[src/rtl/mux_scan_sequencer.sv]
// Steps an 8:1 mux select 0..7 with a div+1 cycle dwell and packs the sampled bits into a byte.
// Latency 1 + 8*(div_q+1) cycles from start to valid; MUX_SCAN_CONT_EN rescans back to back.
// Backpressure: data/valid hold in DONE until valid&&ready; start is ignored while busy.
module mux_scan_sequencer #(
   parameter int DIV_W = 8
) (
   input  logic             clk,
   input  logic             rst_n,
   input  logic             start,
   input  logic [DIV_W-1:0] div,
   input  logic             o_in,
   output logic [2:0]       s,
   output logic [7:0]       data,
   output logic             valid,
   input  logic             ready,
   output logic             busy
);

   typedef enum logic [1:0] {
      IDLE = 2'd0,
      SCAN = 2'd1,
      DONE = 2'd2
   } state_t;

   state_t           state;
   logic [DIV_W-1:0] cnt;
   logic [DIV_W-1:0] div_q;
   logic [7:0]       cap;

   always_ff @(posedge clk or negedge rst_n) begin
      if (!rst_n) begin
         state <= IDLE;
         s     <= 3'd0;
         data  <= 8'd0;
         valid <= 1'b0;
         busy  <= 1'b0;
         cnt   <= '0;
         div_q <= '0;
         cap   <= 8'd0;
      end else begin
         case (state)
            IDLE: begin
               if (start) begin
                  div_q <= div;
                  cnt   <= div;
                  s     <= 3'd0;
                  busy  <= 1'b1;
                  state <= SCAN;
               end
            end
            SCAN: begin
               if (cnt != '0) begin
                  cnt <= cnt - DIV_W'(1);
               end else begin
                  cap[s] <= o_in;
                  if (s != 3'd7) begin
                     s   <= s + 3'd1;
                     cnt <= div_q;
                  end else begin
                     // The last bit lands in cap on this same edge, so merge it directly.
                     data  <= {o_in, cap[6:0]};
                     valid <= 1'b1;
                     state <= DONE;
                  end
               end
            end
            DONE: begin
               if (valid && ready) begin
                  valid <= 1'b0;
                  s     <= 3'd0;
`ifdef MUX_SCAN_CONT_EN
                  cnt   <= div_q;
                  state <= SCAN;
`else
                  busy  <= 1'b0;
                  state <= IDLE;
`endif
               end
            end
            default: begin
               state <= IDLE;
               s     <= 3'd0;
               valid <= 1'b0;
               busy  <= 1'b0;
            end
         endcase
      end
   end

endmodule

[config.mk]
export PLATFORM = sky130hd
export DESIGN_NAME = mux_scan_sequencer
export DESIGN_NICKNAME = d
export VERILOG_FILES = /design/src/rtl/mux_scan_sequencer.sv
export SDC_FILE = /design/constraint.sdc
export NUM_CORES = 1
export LEC_CHECK = 0
export BUFFER_PORTS_ARGS = -buffer_cell sky130_fd_sc_hd__buf_4
export CAP_MARGIN = 15
export CORE_ASPECT_RATIO = 2
export CORE_MARGIN = 2
export CORE_UTILIZATION = 45
export CTS_BUF_LIST = sky130_fd_sc_hd__clkbuf_2 sky130_fd_sc_hd__clkbuf_4 sky130_fd_sc_hd__clkbuf_8
export DETAILED_ROUTE_END_ITERATION = 12
export PLACE_DENSITY = 0.72
export SLEW_MARGIN = 10
export SYNTH_ARGS = -nofsm -noshare
export SYNTH_HDL_FRONTEND = slang
export SYNTH_SLANG_ARGS = --single-unit
[constraint.sdc]
create_clock -name clk -period 3.8 [get_ports clk]
set_input_delay 0.19 -clock clk [delete_from_list [all_inputs] [get_ports clk]]
set_output_delay 0.19 -clock clk [all_outputs]
set_load 0.03 [all_outputs]
==> impl_metrics.json <==
{
  "die_y_microns": 97.1,
  "async_reset_ff_frac": 1.00,
  "ios": 26,
  "globalRouteOverflowTotal": 0,
  "path_clk_slew_ns": 0.07,
  "htreeDepth": 2,
  "ys_types": 46,
  "syn_area_per_cell_sq_um": 11.5,
  "wl_per_cell_microns": 16.9,
  "whs_ns": 0.140,
  "rr_startpoint": "state[1]",
  "hp-start": "div[3]",
  "start_kind": "flop",
  "root_buffer": "clkbuf_8",
  "tightestPinTransition_ns": 0.830,
  "syn-cell-area_sq_um": 1950,
  "wirelength_mm": 4.18,
  "min_path_type": "input pin to flop",
  "cts_tree": "built",
  "skew_ns": 0.00219,
  "drv_slew": 0,
  "synth_top_flop_cell": "dfrtp_1",
  "gp_congestion": 1.00,
  "r2r_slack_ns": 1.54,
  "critical_path.endpoint_type": "flop",
  "ant_nets": 0,
  "cts-buffers-inserted": 5,
  "drv_cap": 0,
  "grt_max_degree": 39,
  "drive_above_1_share": 0.272,
  "cp_num_buf_inv": 0,
  "fin_ws_ns": 1.54,
  "p_per_area_nw_per_um2": 595,
  "crit_chain": "nand2b_1, a31oi_2, or2_0, a31oi_1",
  "hpwl_mm": 3.03,
  "status": "finished clean",
  "cp_top_family": "simple AND/OR/NAND/NOR gates",
  "io_buffers": 25,
  "antenna_found_initial": 0,
  "grt_pass1_wl_mm": 7.00,
  "p_leak_nw": 0.999,
  "worst-r2r-cell-count": 4,
  "drt_iter0_drc": 77,
  "ys_seq_area_frac": 0.488,
  "cp_max_fo": 18,
  "yosysTopAreaCell": "dfrtp_1",
  "cts_buffer_depth": 2,
  "num_rows": 33,
  "tns_ns": 0,
  "yosysWarningCount": 0,
  "yosys-top-cells-area": "dfrtp_1 49%, mux2_1 6.9%, mux2_2 6.9%",
  "post_cts_buffers": 0,
  "synth_seq_cells": 38,
  "num_vias": 1471,
  "syn_nets": 186,
  "cts_sinks": 38,
  "critPathKind": "flop to flop",
  "synth_top_area_frac": 0.488,
  "min_path_cells": 2,
  "r2r_end": "cnt[3]",
  "dr.pass1.iters": 4,
  "critPathMaxStageDelay_ns": 0.59,
  "grt_util_all_layers": 0.185,
  "setup-violations-final": 0,
  "synthCells": 169,
  "cts_hold_buffers": 1,
  "clkLatencyLatePin_ns": 0.29,
  "die_w_microns": 50.5,
  "rsz0062_at_grt": "false",
  "min_period_ns": 2.26,
  "post-place-ws_ns": 1.55,
  "core_sq_um": 4130,
  "min_period_over_period": 0.596,
  "slew-limit-headroom": 0.447,
  "area_delta_synth_final_pct": 16.9,
  "synth_edf_count": 0,
  "grt_pass1_vias": 1525,
  "peakVddDrop_v": 0.000442,
  "cts_resized": 0,
  "finalHoldViolations": 0,
  "arrival_ns": 2.42,
  "holdPathEnd": "div_q[3]",
  "drc": 0,
  "antenna_cells": 0,
  "die_area_sq_um": 4900,
  "cp.required_ns": 3.95,
  "fin_nets": 211,
  "yosysMostFrequentCell": "dfrtp_1",
  "avgViaCountPerCell": 5.96,
  "start_util": 0.472,
  "synth_common_cells": "38 x dfrtp_1, 12 x mux2_1, 12 x mux2_2, 12 x nor3_1, 8 x clkbuf_1",
  "achievable-frequency_mhz": 442,
  "slowest_stage": "a31oi_2"
}
[sequential cells by signal, summed over array words and instances (netlist names)]
name and cells:
cnt 8, data 8, div_q 8, cap 7, s 3, state 2
busy 1, valid 1
[routing by layer]
metal / up-vias / GRT usage / wire length [microns]
met2: 64 / 0.321 / 2270
met3: 10 / 0.0400 / 255
li1: 681 / - / -
met1: 716 / 0.204 / 1540
met5: - / 0 / 0
met4: 0 / 0.0977 / 112
[where the power goes]
part	switching, mW	internal [mW]	leakage [nW]
Combinational	0.230	0.209	0.475
Clock	0.143	0.146	0.0472
Sequential	0.115	0.513	0.477
[how the worst max path moves through the flow]
stage / startpoint / to / slack [ns] / cells past startpoint
finish: state[1] / cnt[3] / 1.54 / 4
global route: cnt[0] / data[6] / 1.37 / 6
CTS: cnt[0] / data[6] / 1.52 / 6
detailed placement: cnt[0] / data[6] / 1.55 / 6
global placement: cnt[0] / data[6] / 1.60 / 6
floorplan: s[1] / cnt[7] / 1.73 / 7
[logic make-up after synthesis]
group                    count (synthesis)  synth area share
adder cells (fa/ha/maj)                  4            0.0257
flip-flops                              38             0.488
AO/OA/AOI/OAI                           37             0.140
AND/OR/NAND/NOR                         50             0.164
buffers and inverters                   13            0.0289
multiplexers                            25             0.144
XOR/XNOR                                 2           0.00899
[final cells by class]
class                      instances  area, sq um
fill                             375         1850
sequential                        38          951
multi-input combinational        118          946
timing repair buffer              27          205
clock buffer                       6         82.6
tap                               52         65.1
inverter                           4         15.0
clock inverter                     2         12.5
[worst register-to-register path: stages, from the launching register on]
cell	delay, ns
dfrtp_1	0.45
nand2b_1	0.55
a31oi_2	0.60
or2_0	0.40
a31oi_1	0.14
[placed cells by master (no fill, tap or decap), drive strengths merged, types with 4 or more instances in the layout]
| cell | synthesis | layout |
|---|---|---|
| inv | 4 | 4 |
| a22o | 4 | 4 |
| buf | 1 | 26 |
| nor3b | 6 | 6 |
| ha | 4 | 4 |
| nor3 | 13 | 13 |
| mux2 | 24 | 24 |
| clkbuf | 8 | 6 |
| o21ai | 5 | 5 |
| dfrtp | 38 | 38 |
| nand2 | 8 | 8 |
| a31oi | 4 | 4 |
| o22ai | 5 | 5 |
[stage by stage]
stage	util	instance area, sq um	instances	power, mW
finish	0.552	2280	247	1.36
global route	0.552	2280	247	1.44
CTS	0.552	2280	247	1.36
detailed placement	0.526	2170	238	1.07
global placement	0.526	2170	238	1.05
floorplan	-	1950	169	0.944
Note: power is estimated with default switching activity, not from simulation.
